--- config.mk ---
export PLATFORM = sky130hd
export DESIGN_NAME = mem_port_arbiter
export DESIGN_NICKNAME = d
export VERILOG_FILES = /design/src/rtl/mem_port_arbiter.sv
export SDC_FILE = /design/constraint.sdc
export NUM_CORES = 1
export LEC_CHECK = 0
export ABC_AREA = 1
export BUFFER_PORTS_ARGS = -buffer_cell sky130_fd_sc_hd__buf_2
export CAP_MARGIN = 20
export CORE_MARGIN = 10
export CORE_UTILIZATION = 30
export DETAILED_ROUTE_END_ITERATION = 10
export RECOVER_POWER = 50
export SYNTH_ARGS = -nofsm -noshare
export SYNTH_HDL_FRONTEND = slang
export SYNTH_SLANG_ARGS = --single-unit
--- constraint.sdc ---
create_clock -name clk -period 1.97 [get_ports clk]
set_clock_uncertainty 0.1 [all_clocks]
set_input_delay 0.2955 -clock clk [delete_from_list [all_inputs] [get_ports clk]]
set_output_delay 0.2955 -clock clk [all_outputs]
set_load 0.02 [all_outputs]
--- src/rtl/mem_port_arbiter.sv ---
// Arbitrates one unified memory port between fetch (read-only) and data (read/write) sides,
// one transaction outstanding at a time, with flush-drop of fetch responses and perf counters.
module mem_port_arbiter #(
  parameter int ADDR_W     = 32,
  parameter int DATA_W     = 32,
  parameter int STARVE_MAX = 4,
  parameter int CNT_W      = 32
) (
  input  logic                clk,
  input  logic                rst,
  input  logic                i_req,
  input  logic [ADDR_W-1:0]   i_addr,
  output logic                i_gnt,
  output logic                i_rvalid,
  output logic [DATA_W-1:0]   i_rdata,
  input  logic                d_req,
  input  logic                d_we,
  input  logic [DATA_W/8-1:0] d_wstrb,
  input  logic [ADDR_W-1:0]   d_addr,
  input  logic [DATA_W-1:0]   d_wdata,
  output logic                d_gnt,
  output logic                d_rvalid,
  output logic [DATA_W-1:0]   d_rdata,
  input  logic                flush,
  output logic                mem_req,
  output logic                mem_we,
  output logic [DATA_W/8-1:0] mem_wstrb,
  output logic [ADDR_W-1:0]   mem_addr,
  output logic [DATA_W-1:0]   mem_wdata,
  input  logic                mem_ready,
  input  logic                mem_rvalid,
  input  logic [DATA_W-1:0]   mem_rdata,
  output logic [CNT_W-1:0]    cnt_i_gnt,
  output logic [CNT_W-1:0]    cnt_d_gnt,
  output logic [CNT_W-1:0]    cnt_conflict,
  output logic                err_spurious
);

  localparam int STRB_W = DATA_W / 8;
  localparam int SC_W   = $clog2(STARVE_MAX + 1);

  typedef enum logic [1:0] {IDLE, WAIT_I, WAIT_D} state_t;

  state_t            state, state_nxt;
  logic [SC_W-1:0]   starve_cnt, starve_nxt;
  logic              drop, drop_nxt;
  logic              force_i, win_d, win_i, spurious, conflict;

  logic              i_gnt_c, d_gnt_c, i_rvalid_c, d_rvalid_c;
  logic [DATA_W-1:0] i_rdata_c, d_rdata_c, mem_wdata_c;
  logic              mem_req_c, mem_we_c;
  logic [STRB_W-1:0] mem_wstrb_c;
  logic [ADDR_W-1:0] mem_addr_c;

  always_ff @(posedge clk or negedge rst) begin
    if (!rst) begin
      state        <= IDLE;
      starve_cnt   <= '0;
      drop         <= 1'b0;
      cnt_i_gnt    <= '0;
      cnt_d_gnt    <= '0;
      cnt_conflict <= '0;
      err_spurious <= 1'b0;
    end else begin
      state      <= state_nxt;
      starve_cnt <= starve_nxt;
      drop       <= drop_nxt;
      if (i_gnt_c)  cnt_i_gnt    <= cnt_i_gnt + CNT_W'(1);
      if (d_gnt_c)  cnt_d_gnt    <= cnt_d_gnt + CNT_W'(1);
      if (conflict) cnt_conflict <= cnt_conflict + CNT_W'(1);
      if (spurious) err_spurious <= 1'b1;
    end
  end

  always_comb begin
    state_nxt   = state;
    starve_nxt  = starve_cnt;
    drop_nxt    = drop;
    force_i     = i_req && (starve_cnt == SC_W'(STARVE_MAX));
    win_d       = d_req && !force_i;
    win_i       = i_req && !win_d;
    spurious    = 1'b0;
    conflict    = 1'b0;
    i_gnt_c     = 1'b0;
    d_gnt_c     = 1'b0;
    i_rvalid_c  = 1'b0;
    d_rvalid_c  = 1'b0;
    i_rdata_c   = '0;
    d_rdata_c   = '0;
    mem_req_c   = 1'b0;
    mem_we_c    = 1'b0;
    mem_wstrb_c = '0;
    mem_addr_c  = '0;
    mem_wdata_c = '0;
    unique case (state)
      IDLE: begin
        mem_req_c = i_req | d_req;
        if (win_d) begin
          mem_we_c    = d_we;
          mem_wstrb_c = d_wstrb;
          mem_addr_c  = d_addr;
          mem_wdata_c = d_wdata;
        end else if (win_i) begin
          mem_addr_c  = i_addr;
        end
        i_gnt_c  = win_i && mem_ready;
        d_gnt_c  = win_d && mem_ready;
        spurious = mem_rvalid;
        conflict = i_req && d_req;
        // A flush in the grant cycle already targets the response we are about to wait for.
        if (i_gnt_c) begin
          state_nxt  = WAIT_I;
          drop_nxt   = flush;
          starve_nxt = '0;
        end else begin
          if (d_gnt_c) state_nxt = WAIT_D;
          if (!i_req)
            starve_nxt = '0;
          else if (starve_cnt != SC_W'(STARVE_MAX))
            starve_nxt = starve_cnt + SC_W'(1);
        end
      end
      WAIT_I: begin
        if (mem_rvalid) begin
          if (!(drop || flush)) begin
            i_rvalid_c = 1'b1;
            i_rdata_c  = mem_rdata;
          end
          state_nxt = IDLE;
          drop_nxt  = 1'b0;
        end else if (flush) begin
          drop_nxt = 1'b1;
        end
      end
      WAIT_D: begin
        if (mem_rvalid) begin
          d_rvalid_c = 1'b1;
          d_rdata_c  = mem_rdata;
          state_nxt  = IDLE;
        end
      end
      default: state_nxt = IDLE;
    endcase
  end

  // Outputs are forced low while reset is asserted, independent of the request inputs.
  assign i_gnt     = rst & i_gnt_c;
  assign d_gnt     = rst & d_gnt_c;
  assign i_rvalid  = rst & i_rvalid_c;
  assign d_rvalid  = rst & d_rvalid_c;
  assign i_rdata   = rst ? i_rdata_c : '0;
  assign d_rdata   = rst ? d_rdata_c : '0;
  assign mem_req   = rst & mem_req_c;
  assign mem_we    = rst & mem_we_c;
  assign mem_wstrb = rst ? mem_wstrb_c : '0;
  assign mem_addr  = rst ? mem_addr_c : '0;
  assign mem_wdata = rst ? mem_wdata_c : '0;

endmodule
; ---- Word-level counts from Yosys, hierarchy flattened
; Index checks and enable logic that the tools add are counted.
[op_classes]
n_addsub = 4
multipliers = 0
div_mod_pow = 0
magnitude_cmp = 0
eq_ne = 9
shift = 0
muxes = 40
n_bitwise = 7
n_reduce_logical = 15
[op_table]
columns = operator, n
row1 = $mux 32, 14
row2 = $add 32x1->32 const B, 3
row3 = $mux 1, 15
row4 = $mux 4, 3
row5 = $mux 3, 3
row6 = $ne 3x3->1 const B, 3
row7 = $and 1x1->1, 6
row8 = $logic_and 1x1->1, 6
row9 = $mux 2, 3
row10 = $pmux 2 s2, 1
row11 = $reduce_and 2->1, 2
row12 = $add 3x1->3 const B, 1
row13 = $eq 3x3->1 const B, 1
row14 = $ne 3x1->1 const B, 1
row15 = $reduce_and 3->1, 1
row16 = $eq 2x1->1 const B, 1
row17 = $eq 2x2->1 const B, 1
row18 = $logic_not 1->1, 2
row19 = $logic_not 2->1, 1
row20 = $ne 2x1->1 const B, 1
row21 = $ne 2x2->1 const B, 1
row22 = $pmux 1 s2, 1
row23 = $reduce_bool 2->1, 1
row24 = $reduce_or 2->1, 1
row25 = other kinds (2), 2
[totals]
register_bits = 103
latch_bits = 0
mem_bits_rw = 0
mem_bits_ro = 0
inputBits = 140
out_inout_bits = 235
word_cells = 82
memories = 0

; ---- Logic depth before layout (Yosys ltp)
[logic_depth]
ltp_word = 10
ltp_mapped = 11
depth_no_buf = 10

; ---- Least setup slack after synthesis
; OpenSTA, ideal clock, no wires.
[synth_timing]
kind = flip-flop to output port
from = register state[0]
to = output port mem_wdata[0]
arrival_time_ns = 1.697
required_time_ns = 1.574
setup_slack_ns = -0.123
path_stages_with_launch = 7
path_buffers = 2
path_cell_list = dfrtp_1 inv_1 ha_1 buf_2 nand2_1 clkbuf_1 nor3b_1
[synth_between]
elab_chain_len = 3
[synth_lines]
columns = element, line
row1 = from (decl), 44  ; state_t state, state_nxt;
row2 = from (signal assigned), 65  ; state <= state_nxt;
row3 = $logic_not 2->1, 95  ; unique case (state)
row4 = $mux 32, 95
row5 = $mux 32, 157  ; assign mem_wdata = rst ? mem_wdata_c : '0;
row6 = to (decl), 29  ; output logic [DATA_W-1:0] mem_wdata,
; No other way between the ends.

; ---- Worst setup path in the final report
[layout_timing]
from = register starve_cnt[1]
to = output port mem_addr[21]
[layout_between]
elab_chain_len = 10
[layout_lines]
columns = element, line
row1 = from (decl), 45  ; logic [SC_W-1:0] starve_cnt, starve_nxt;
row2 = from (signal assigned), 66  ; starve_cnt <= starve_nxt;
row3 = $eq 3x3->1 (*), 79  ; force_i = i_req && (starve_cnt == SC_W'(STARVE_MAX));
row4 = $logic_and 1x1->1 (*), 79
row5 = $logic_not 1->1 (*), 80  ; win_d = d_req && !force_i;
row6 = $logic_and 1x1->1 (*), 80
row7 = $logic_not 1->1, 81  ; win_i = i_req && !win_d;
row8 = $logic_and 1x1->1, 81
row9 = $mux 32, 103  ; end else if (win_i) begin
row10 = $mux 32 (*), 98  ; if (win_d) begin
row11 = $mux 32 (*), 95
row12 = $mux 32 (*), 156  ; assign mem_addr = rst ? mem_addr_c : '0;
row13 = to (decl), 28  ; output logic [ADDR_W-1:0] mem_addr,
; Mark *: on every way between the ends. The rest lies on a longest branch, timed or not.

==> results.md <==
* Starting Density at 30.36%
* Fin Setup TNS at -26.94 ns
* CP Class: reg2out
* Clock period minus worst slack at 2.278 ns
* Congestion Overflow GR at 0
* Pre-CTS setup slack at -0.1445 ns
* Post-synth EDFFs at 0
* Asr flop ratio synth at 100.0%
* Worst Hold Class: in2reg
* Seq pwr share at 30.4%
* Part of the power in the clock network at 24.2%
* Logic gate share of total power at 45.4%
* Hold Fails Final Rpt at 0
* Synth Warn # at 0
* Storage cell area at 0.002577 mm^2
* Hpwl dp at 22.63 mm
* Boundary Pins at 375
* Die ar. at 0.03113 mm^2
* Final worst slack at -0.3080 ns
* Reg2reg setup slack at -0.12 ns
* Main synth FF type: dfrtp_1
* Die height at 176.4 um
* Drt pass-1 iters at 5
* Failing checks: setup timing
* Row count at 57
* Post-synth top area cell: dfrtp_1
* Top cells by area, synth: dfrtp_1 35%, nand2_1 19%, nor2_1 10%
* Worst VDD drop at 394.4 uV
* Drt drc at 0
* Total Nets Final at 1,701
* Number of diodes at 0
* Clock sink total at 103
* I/O Buffers at 374
* Post-synth cell types at 32
* Vias/cell at 4.813
* Area of the core at 0.02418 mm^2
* Initial detailed-routing violation count at 605
* Commonest cells in the synthesized netlist: 367 x nand2_1, 196 x nor2_1, 129 x inv_1
* CP Max Fanout at 32
* Clock transition at path regs at 0.08 ns
* Max Clock Freq at 439.0 MHz
* Synthesized area per cell at 6.514 um^2
* RSZ-0062 raised after global routing: yes
* Fraction of layout cells with a size suffix above 1 at 37.10%
* Headroom to the max-slew limit at 52.73%
* Vias in the first global route at 8,853
* Worst Path Arrival at 1.88 ns
* Fillers at 2,290
* GRT Overall Usage at 19.24%
* MaxCap Viol Count at 0
* Remaining antenna violation count after routing at 0
* Psw at 3.301 mW
* Post-synthesis cell area at 0.007341 mm^2
* Final setup fails at 164
* Largest net degree at the start of global routing at 45
* Switching Fraction at 40.14%
* Actual slew at the worst max-slew pin at 0.7090 ns
* CP Capture Type: output port
* Leakage at 5.742 nW
* Mapped Nets at 1,275
* CTS root buf: clkbuf_16
* First-pass GRT wire length at 48.66 mm
* Critical path required time at 1.57 ns
* Design internal power at 4.924 mW
* Final Wtd Congestion at 0.9210
* CTS tree: built
* Seq/Total Area, Yosys at 35.11%
* Status: finished, violations left
* Area grow syn2layout at 68.09%
* Antenna violations before repair at 0
* CP Launch Type: flip-flop
* Multi-input combinational cell area at 0.005082 mm^2
* Pwr/cell area at 666.6 mW/mm^2
* Number of CTS-inserted buffers at 9
* Average wire per standard cell at 17.48 um
* Number of H-tree levels at 3
* Yosys reg bits at 103
* Final slew viol count at 0
* Detailed-route wire length at 32.89 mm
* Clk buf depth at 2
* Clk_lat worst skew at 0.36 ns
* Cell with the most instances after synthesis: nand2_1
* Area share of the leading cell type in the synthesized netlist at 35.11%
* Die W at 176.4 um
* Fraction of the cycle the final worst path needs at 115.6%
* Mapped Cells at 1,127
* Vias post-DR at 9,059
## power by group through the flow
stage | Clock [mW] | Sequential, mW | Combinational, mW
final | 1.99 | 2.50 | 3.73
after global routing | 2.14 | 2.53 | 3.97
after CTS | 2.06 | 2.50 | 3.27
after detailed placement | 0 | 2.53 | 2.48
after global placement | 0 | 2.52 | 2.46
after floorplan | 0 | 2.66 | 1.35
## flip-flops by register name, summed over array words and instances (netlist names)
name          cells
err_spurious      1
state             2
cnt_d_gnt        32
starve_cnt        3
cnt_conflict     32
drop              1
cnt_i_gnt        32
## final cells by class
cell class / instances / area share, %
Clock buffer: 9 / 1.825
Inverter: 132 / 4.147
Sequential cell: 103 / 20.89
Multi-Input combinational cell: 856 / 41.19
Clock inverter: 7 / 0.8518
Timing Repair Buffer: 451 / 27.81
Tap cell: 324 / 3.285
## kinds of logic (layout without fill, tap and decap cells)
family | after synthesis | in the layout | share of synthesized area (%)
buffers and inverters | 168 | 599 | 9.153
xor gates and xnor gates | 47 | 47 | 5.608
adders and majority gates | 8 | 8 | 1.364
AOI/OAI and AO/OA | 51 | 51 | 3.716
DFF | 103 | 103 | 35.11
and+or+nand+nor | 750 | 750 | 45.05
## routing by layer
layer / GRT usage (%) / part of all wire, % / vias up / routed length [um]
met2: 33.57 / 49 / 370 / 16180
li1: - / - / 4390 / -
met5: 0 / 0 / - / 0
met1: 22.08 / 40 / 4245 / 13150
met3: 5.788 / 8.3 / 54 / 2714
met4: 6.130 / 2.6 / 0 / 845
## path summary, 6_finish.rpt
| check | to | startpoint | cells past startpoint |
|---|---|---|---|
| setup / recovery | mem_addr[21] | starve_cnt[1] | 7 |
| hold / removal | err_spurious | mem_rvalid | 3 |
| setup reg to reg | cnt_i_gnt[3] | starve_cnt[0] | 12 |
| hold reg to reg | err_spurious | err_spurious | 1 |
| max in group asynchronous | cnt_d_gnt[6] | rst | 4 |
| min in group asynchronous | starve_cnt[2] | rst | 2 |
## stage by stage
step                      power, mW  std cells  hold WS [ns]  util (%)  instance area (um^2)
after floorplan               4.001       1127       -0.1001         -                  7446
after global routing          8.645       1882        0.2170     51.04                 12340
after CTS                     7.832       1868        0.1800     48.86                 11810
after global placement        4.978       1819       0.04839     40.85                  9877
final                         8.225       1882        0.2030     51.04                 12340
after detailed placement      5.014       1819       0.04716     40.85                  9877
## placed cells by master (no fill, tap or decap), types with 30 or more instances in the layout
master and n:
nand3_1 76, nand2_1 353, buf_4 72, buf_2 180, clkbuf_1 70, nor2_4 77, buf_6 101, a21oi_2 30
dfrtp_1 103, nor2_1 124, inv_1 122
## repair_timing
action	CTS	global route
cloned	12	7
buffers inserted	19	15
gates resized for setup	335	145
endpoints found under the setup margin	139	246
pin swaps	9	30
hold endpoints to repair	8	0
hold buffers	2	0
## worst max-delay path, stage by stage (launching register included)
cell	delay, ns
dfrtp_1	0.37
inv_2	0.06
ha_4	0.17
nand3_2	0.17
buf_12	0.21
nand3_1	0.20
a21oi_4	0.19
buf_6	0.13
No activity file was read; power rests on OpenSTA's default activity.
